[config.mk]
export PLATFORM = sky130hd
export DESIGN_NAME = mm_arb
export DESIGN_NICKNAME = d
export VERILOG_FILES = /design/src/rtl/mm_arb_pkg.sv /design/src/rtl/mm_rr_pick.sv /design/src/rtl/mm_arb.sv
export SDC_FILE = /design/constraint.sdc
export NUM_CORES = 2
export LEC_CHECK = 0
export ABC_AREA = 1
export BUFFER_PORTS_ARGS = -buffer_cell sky130_fd_sc_hd__buf_2
export CAP_MARGIN = 10
export CORE_AREA = 5 5 673 675
export DETAILED_ROUTE_END_ITERATION = 6
export DIE_AREA = 0 0 678 680
export PLACE_DENSITY_LB_ADDON = 0.1
export SYNTH_ARGS = -nofsm -noshare
export SYNTH_HDL_FRONTEND = slang
export SYNTH_SLANG_ARGS = --single-unit
[constraint.sdc]
create_clock -name clk -period 1.85 [get_ports clk]
set_input_delay 0.185 -clock clk [delete_from_list [all_inputs] [get_ports clk]]
set_output_delay 0.185 -clock clk [all_outputs]
set_load 0.005 [all_outputs]
[src/rtl/mm_arb_pkg.sv]
// Shared encodings and parameter defaults for the two-requester main-memory arbiter.
package mm_arb_pkg;

    localparam int unsigned LINE_W_DEF = 256;
    localparam int unsigned ADDR_W_DEF = 32;

    localparam logic [1:0] ST_IDLE    = 2'd0;
    localparam logic [1:0] ST_ISSUE   = 2'd1;
    localparam logic [1:0] ST_RD_WAIT = 2'd2;

endpackage

[src/rtl/mm_rr_pick.sv]
// Combinational two-way round-robin pick; i_last = 1 means requester 1 won most recently.
module mm_rr_pick (
    input  logic i_req0,
    input  logic i_req1,
    input  logic i_last,
    output logic o_gnt0,
    output logic o_gnt1
);

    always_comb begin
        o_gnt0 = 1'b0;
        o_gnt1 = 1'b0;
        if (i_req0 && i_req1) begin
            o_gnt0 = i_last;
            o_gnt1 = !i_last;
        end else begin
            o_gnt0 = i_req0;
            o_gnt1 = i_req1;
        end
    end

endmodule

[src/rtl/mm_arb.sv]
// Shares one main-memory port between two requesters, one transaction in flight at a time.
module mm_arb
    import mm_arb_pkg::*;
#(
    parameter int unsigned LINE_W  = LINE_W_DEF,
    parameter int unsigned ADDR_W  = ADDR_W_DEF,
    parameter int unsigned TIMEOUT = 64
) (
    input  logic                clk,
    input  logic                reset,
    input  logic [ADDR_W-1:0]   r0_a,
    input  logic [LINE_W/8-1:0] r0_be,
    input  logic [LINE_W-1:0]   r0_wd,
    input  logic                r0_read,
    input  logic                r0_write,
    output logic                r0_ack,
    output logic [LINE_W-1:0]   r0_rd,
    output logic                r0_rd_valid,
    output logic                r0_err,
    input  logic [ADDR_W-1:0]   r1_a,
    input  logic [LINE_W/8-1:0] r1_be,
    input  logic [LINE_W-1:0]   r1_wd,
    input  logic                r1_read,
    input  logic                r1_write,
    output logic                r1_ack,
    output logic [LINE_W-1:0]   r1_rd,
    output logic                r1_rd_valid,
    output logic                r1_err,
    output logic [ADDR_W-1:0]   mm_a,
    output logic [LINE_W/8-1:0] mm_be,
    output logic [LINE_W-1:0]   mm_wd,
    output logic                mm_read,
    output logic                mm_write,
    input  logic [LINE_W-1:0]   mm_rd,
    input  logic                mm_readdata_valid
);

    localparam int unsigned CNT_W = $clog2(TIMEOUT) + 1;

    logic [1:0]          r_state;
    logic                r_last;
    logic                r_owner;
    logic                r_is_wr;
    logic [CNT_W-1:0]    r_cnt;
    logic [ADDR_W-1:0]   r_mm_a;
    logic [LINE_W/8-1:0] r_mm_be;
    logic [LINE_W-1:0]   r_mm_wd;
    logic                r_mm_read;
    logic                r_mm_write;
    logic                r_ack0;
    logic                r_ack1;
    logic [LINE_W-1:0]   r_rd0;
    logic [LINE_W-1:0]   r_rd1;
    logic                r_rdv0;
    logic                r_rdv1;
    logic                r_err0;
    logic                r_err1;

    logic w_req0;
    logic w_req1;
    logic w_gnt0;
    logic w_gnt1;
    logic w_wr;

    assign w_req0 = r0_read | r0_write;
    assign w_req1 = r1_read | r1_write;
    // Write wins when a requester raises both strobes.
    assign w_wr   = w_gnt1 ? r1_write : r0_write;

    mm_rr_pick u_pick (
        .i_req0 (w_req0),
        .i_req1 (w_req1),
        .i_last (r_last),
        .o_gnt0 (w_gnt0),
        .o_gnt1 (w_gnt1)
    );

    always_ff @(posedge clk or negedge reset) begin
        if (!reset) begin
            r_state    <= ST_IDLE;
            r_last     <= 1'b1;
            r_owner    <= 1'b0;
            r_is_wr    <= 1'b0;
            r_cnt      <= '0;
            r_mm_a     <= '0;
            r_mm_be    <= '0;
            r_mm_wd    <= '0;
            r_mm_read  <= 1'b0;
            r_mm_write <= 1'b0;
            r_ack0     <= 1'b0;
            r_ack1     <= 1'b0;
            r_rd0      <= '0;
            r_rd1      <= '0;
            r_rdv0     <= 1'b0;
            r_rdv1     <= 1'b0;
            r_err0     <= 1'b0;
            r_err1     <= 1'b0;
        end else begin
            r_mm_read  <= 1'b0;
            r_mm_write <= 1'b0;
            r_ack0     <= 1'b0;
            r_ack1     <= 1'b0;
            r_rdv0     <= 1'b0;
            r_rdv1     <= 1'b0;
            r_err0     <= 1'b0;
            r_err1     <= 1'b0;
            case (r_state)
                ST_IDLE: begin
                    if (w_gnt0 || w_gnt1) begin
                        r_owner    <= w_gnt1;
                        r_last     <= w_gnt1;
                        r_is_wr    <= w_wr;
                        r_mm_a     <= w_gnt1 ? r1_a  : r0_a;
                        r_mm_be    <= w_gnt1 ? r1_be : r0_be;
                        r_mm_wd    <= w_gnt1 ? r1_wd : r0_wd;
                        r_mm_write <= w_wr;
                        r_mm_read  <= !w_wr;
                        r_ack0     <= w_gnt0;
                        r_ack1     <= w_gnt1;
                        r_state    <= ST_ISSUE;
                    end
                end
                ST_ISSUE: begin
                    r_cnt   <= '0;
                    r_state <= r_is_wr ? ST_IDLE : ST_RD_WAIT;
                end
                ST_RD_WAIT: begin
                    if (mm_readdata_valid) begin
                        if (r_owner) begin
                            r_rd1  <= mm_rd;
                            r_rdv1 <= 1'b1;
                        end else begin
                            r_rd0  <= mm_rd;
                            r_rdv0 <= 1'b1;
                        end
                        r_state <= ST_IDLE;
                    end else if (r_cnt == CNT_W'(TIMEOUT - 1)) begin
                        r_err0  <= !r_owner;
                        r_err1  <= r_owner;
                        r_state <= ST_IDLE;
                    end else begin
                        r_cnt <= r_cnt + CNT_W'(1);
                    end
                end
                default: r_state <= ST_IDLE;
            endcase
        end
    end

    assign mm_a        = r_mm_a;
    assign mm_be       = r_mm_be;
    assign mm_wd       = r_mm_wd;
    assign mm_read     = r_mm_read;
    assign mm_write    = r_mm_write;
    assign r0_ack      = r_ack0;
    assign r1_ack      = r_ack1;
    assign r0_rd       = r_rd0;
    assign r1_rd       = r_rd1;
    assign r0_rd_valid = r_rdv0;
    assign r1_rd_valid = r_rdv1;
    assign r0_err      = r_err0;
    assign r1_err      = r_err1;

endmodule
## Word-level counts from Yosys, hierarchy flattened

Cells that the tools add are included.

- Input bits: 903
- Bits in registers: 852
- Output and inout bits: 840

- Muxes and demuxes: 34
- $add $sub $neg: 1
- Reduce and logical (&&, ||, !) cells: 12
- Equal/unequal tests: 7
- Bitwise operators: 3

Operators with widths:

| cell | count |
|---|---|
| 256-bit two-way mux | 1 |
| 32-bit two-way mux | 2 |
| 1-bit two-way mux | 23 |
| 7-bit two-way mux | 2 |
| 7-bit one-hot mux with 2 select lines | 1 |
| 3-bit AND reduction | 3 |
| 2-bit two-way mux | 4 |
| 7-bit by 1-bit adder with 7-bit output (second input constant) | 1 |
| 7-bit by 6-bit == test with 1-bit output (second input constant) | 1 |
| 2-bit inequality test (second input constant) | 3 |
| 2-bit one-hot mux with 3 select lines | 1 |
| 2-bit AND reduction | 2 |
| 1-bit logical NOT | 3 |
| 3-bit inequality test (second input constant) | 1 |
| 2-bit by 1-bit == test with 1-bit output (second input constant) | 1 |
| 2-bit == test (second input constant) | 1 |
| 2-bit logical NOT | 1 |
| 1-bit bitwise OR | 2 |
| 2-bit nonzero test | 1 |
| 1-bit logical AND | 1 |
| 1-bit logical OR | 1 |
| 1-bit NOT | 1 |

## Depth between registers and ports, before layout

- Depth after elaboration: 7
- Mapped depth: 10
- Gate-level depth less buffers: 8

## Cells and area by module

From an unflattened synthesis, not the netlist that was laid out.

- Cells, all modules: 3,744
- Area, all modules: 34,755.8 um^2

Modules (own cells, without submodules):

| module | times used | seq. area each (um^2) | area an instance (um^2) | cells each |
|---|---|---|---|---|
| mm_arb | 1 | 21,321.7 | 34,734.6 | 3,739 |
| mm_rr_pick | 1 | 0.0 | 21.3 | 5 |

## Worst setup path before layout

Ideal clock, no wire load.

- Kind: reg2reg
- Start point: reg r_cnt[0]
- End point: reg r_cnt[5]
- Data required time: 1,733 ps
- Stages on the path, launching flop included: 10
- Period minus slack after synthesis: 1,349 ps
- Arrival time: 1,231 ps
- Buffers on the path: 1
- Path slack: 501 ps
- Setup time: 117 ps
- Path through: dfrtp_1 > ha_1 > nand2_1 > nor2_1 > nand2_1 > nand2_1 > buf_2 > inv_1 > nand3_1 > nand2_1

- Longest elaborated chain between the ends: 4
- Elaborated cells between the ends (all ways): 7
- Classes of those cells: add/sub: 1; eq/ne: 2; mux: 3; reduce/logical: 1

Ends and longest elaborated chain:

| what | line | text |
|---|---|---|
| start: declaration | mm_arb.sv:44 | `logic [CNT_W-1:0] r_cnt;` |
| start signal: assignment | mm_arb.sv:142 | `r_cnt <= r_cnt + CNT_W'(1);` |
| 7-bit by 1-bit adder with 7-bit output | mm_arb.sv:142 |  |
| 7-bit two-way mux | mm_arb.sv:137 | `end else if (r_cnt == CNT_W'(TIMEOUT - 1)) begin` |
| 7-bit two-way mux | mm_arb.sv:128 | `if (mm_readdata_valid) begin` |
| 7-bit one-hot mux with 2 select lines | mm_arb.sv:107 | `case (r_state)` |

Parallel ways exist; a longest one is shown, timed or not. The select of a mux whose other input is x is not followed.
A chain may end at the register's enable or synchronous reset.

## Final worst setup path

- Start point: reg r_last
- End point: reg r_mm_wd[151], in the netlist mm_wd[151]

- Longest elaborated chain between the ends: 4
- Elaborated cells between the ends (all ways): 6
- Classes of those cells: mux: 3; reduce/logical: 3

Ends and longest elaborated chain:

| what | line | text |
|---|---|---|
| start: declaration | mm_arb.sv:41 | `logic r_last;` |
| start signal: assignment | mm_arb.sv:111 | `r_last <= w_gnt1;` |
| 1-bit logical NOT | mm_rr_pick.sv:15 | `o_gnt1 = !i_last;` |
| 1-bit two-way mux | mm_rr_pick.sv:13 | `if (i_req0 && i_req1) begin` |
| 1-bit logical OR | mm_arb.sv:109 | `if (w_gnt0 \|\| w_gnt1) begin` |
| 2-bit AND reduction (no line) | n/a |  |
| end signal: assignment | mm_arb.sv:115 | `r_mm_wd <= w_gnt1 ? r1_wd : r0_wd;` |
| end: declaration | mm_arb.sv:47 | `logic [LINE_W-1:0] r_mm_wd;` |

Parallel ways exist; a longest one is shown, timed or not.

==> flow_summary.toml <==
[grt]
track_usage_pct = 12.3
grt_pass1_wl_microns = 393000
grt.overflow.total = 0
grt_max_degree = 102
grt_pass1_vias = 43400
antenna_found_initial = 105

[min_path]
hold_depth = 6
worstHoldStart = "r0_read"
hp-class = "in2reg"
min_to = "r0_ack"

[sta]
fmax_ghz = 0.582
drv_slew = 0
rsz0062_at_grt = "yes"
slew_headroom_pct = 49.1
finClkSkew_ns = 0.0448
fin_tns_setup_ns = 0
worstMarginPinSlew_ns = 0.763
post-route-period-util_pct = 92.9
period_needed_ns = 1.72
finalHoldViolCount = 0
finalSetupViolations = 0

[synthesis]
synthAdderAreaFrac_pct = 0.0345
synth.avg_cell_area_sq_um = 8.25
syn-num-nets = 5298
post-synth-top-area-cell = "dfrtp_1"
synth-compound-area-share_pct = 11.6
synth_ff_type = "dfrtp_1"
muxShareOfSynthArea_pct = 0
ys_ff_latch = 852
synth-seq-area-share_pct = 58.8
synth_cells = 4394
netlist.area_leader.share_pct = 58.7
yosys_warnings = 0
async_flop_share_pct = 100
yosys-top-cells-area = "dfrtp_1, nand2_1, o21ai_1"
synth_area_sq_um = 36300
synth_xor_area_share_pct = 0.0241
synth_top_family_by_area = "simple AND/OR/NAND/NOR gates"
synth_edf_count = 0
synth-simple-area-share_pct = 19.3
yosysUniqueCellTypes = 23

[critical_path]
crit_arrival_ns = 2.39
rr_worst_depth = 6
rrSetupSlack_ns = 0.13
r2r_end = "mm_wd[151]"
worst-path-max-fanout = 33
start_kind = "register"
reg2reg_from = "r_last"
endpoint_kind = "register"
crit_required_ns = 2.52
critPathKind = "reg2reg"

[clock_network]
clk_path_buf_depth = 4
clkTransAtPathRegs_ns = 0.06
clock_latency_ns = 0.80
cts_root_buffer = "clkbuf_16"
cts-buffers-inserted = 137
cts.sinks = 852
htree_levels = 4
tritoncts = "done"

[route]
route.met2.wl_microns = 154000
ant_nets = 0
vias = 40500
drc = 0
drt_iter0_drc = 1918
top_layer_used = "met5"
drt-met1-wl_microns = 115000
routed_via_density = 3.04
wl_microns = 295000
dr_wl_met3_microns = 17000
wl_per_cell_microns = 22.2
first_pass_iters = 5

[power_and_ir_drop]
power_frac_seq_pct = 32.2
power.switching_uw = 43400
irDropWorstVdd_mv = 0.690
clockPowerShare_pct = 26.0
p_int_uw = 60600
swShare_pct = 41.7
p_leak_uw = 0.0343
p_total_uw = 104000
p_per_area_nw_per_um2 = 1530
comb_power_share_pct = 41.7

[die]
io_pins = 1743
core_area_sq_um = 447000
start_util_pct = 8.12
fp.dieH_microns = 680
fp-row-count = 246
die_area_sq_um = 461000
dieWidth_microns = 678

[finish]
final_cell_area_sq_um = 68000
drive_gt1_share_pct = 31.1
syn2layout_area_growth_pct = 87.5
layout.cells.non_filler = 13300
utilization_pct = 15.2
nNetsFinal = 8133

[place]
placed_cells = 12100
hpwlAfterDp_microns = 246000
place_area_sq_um = 54200
gp_congestion = 0.892
io_buffers = 1742

[run]
drv_cap = 0

[status]
status = "complete, no violations"
-- cell type report --
type	instances	area, sq um
Antenna cell	51	128
Clock buffer	205	4010
Clock inverter	35	480
Fill cell	51700	379000
Inverter	595	2240
Multi-Input combinational cell	2692	11300
Sequential cell	852	21300
Tap cell	5952	7450
Timing Repair Buffer	2951	21100
-- state kept, by name, indices dropped and copies added (netlist names), 2 cells and up --
signal and cells:
mm_wd 256, r0_rd 256, r1_rd 256, mm_a 32
mm_be 32, r_cnt 7, r_state 2
-- how the worst max path moves through the flow --
stage | start | end | slack [ns] | cells after the start
2_1_floorplan | r_cnt[0] | r_cnt[5] | 0.50 | 9
3_3_place_gp | r0_write | mm_wd[70] | -0.40 | 9
3_5_place_dp | r0_write | mm_wd[70] | -0.34 | 9
4_1_cts | r_last | mm_wd[82] | 0.007 | 6
5_1_grt | r_state[0] | r1_rd[194] | -0.01 | 9
6_report | r_last | mm_wd[151] | 0.13 | 6
-- critical path, cell delays in order, from the launching register on --
cell     delay (ns)
dfstp_2        0.37
nand2_1        0.15
nand2_8        0.14
buf_4          0.20
buf_12         0.17
nor2_1         0.41
o21ai_1        0.13
-- metal layers --
layer / global-route usage (%) / vias to the layer above
met5: 0 / -
met4: 3.33 / 46
met3: 3.09 / 372
met2: 22.9 / 1218
met1: 13.8 / 19600
li1: - / 19200
-- power by group through the flow --
stage | combinational (uW) | sequential, uW | clock [uW]
after CTS | 45300 | 33700 | 28600
after global routing | 48100 | 34700 | 29200
after detailed placement | 43300 | 33800 | 0
after floorplan | 15500 | 33000 | 0
final | 43400 | 33500 | 27100
after global placement | 43400 | 33900 | 0
-- what timing repair did --
action / CTS / global route
gates resized for setup: 26 / 10
endpoints found under the hold margin: 1537 / 0
setup buffers: 0 / 4
setup endpoints to repair: 23 / 59
gates cloned: 0 / 2
hold buffers: 901 / 0
-- metrics by stage --
step / worst slack, ns / hold slack [ns]
after global routing: -0.0100 / 0.0808
after detailed placement: -0.342 / 0.432
after floorplan: 0.501 / -0.111
final: 0.132 / 0.118
after global placement: -0.400 / 0.432
after CTS: 0.00692 / 0.0189
-- cell usage after synthesis (2+ instances only) --
cell	count
buf_2	154
buf_4	85
buf_6	2
clkbuf_1	13
dfrtp_1	851
inv_1	593
inv_2	2
nand2_1	1501
nand3_1	11
nand3_4	2
nor2_1	329
nor3_1	2
o21ai_0	391
o21ai_1	449
-- cells in the final DEF, fill, tap and decap left out, types with 3 or more instances in the layout --
| master | n |
|---|---|
| buf_12 | 76 |
| buf_2 | 1735 |
| buf_4 | 231 |
| buf_6 | 3 |
| bufinv_16 | 8 |
| clkbuf_1 | 38 |
| clkbuf_16 | 141 |
| clkbuf_8 | 28 |
| clkinv_2 | 12 |
| clkinv_8 | 4 |
| clkinvlp_4 | 3 |
| dfrtp_1 | 833 |
| dfrtp_2 | 18 |
| diode_2 | 51 |
| dlygate4sd3_1 | 901 |
| inv_1 | 593 |
| inv_6 | 5 |
| nand2_1 | 1498 |
| nand2_2 | 3 |
| nand3_1 | 11 |
| nor2_1 | 328 |
| o21ai_0 | 389 |
| o21ai_1 | 451 |
-- cells by family after synthesis --
kind of cell / Yosys count
compound gates: 841
xor+xnor: 1
fa+ha+maj: 1
buf+inv: 850
flops: 852
simple gates: 1849
No activity file was read; power rests on OpenSTA's default activity.
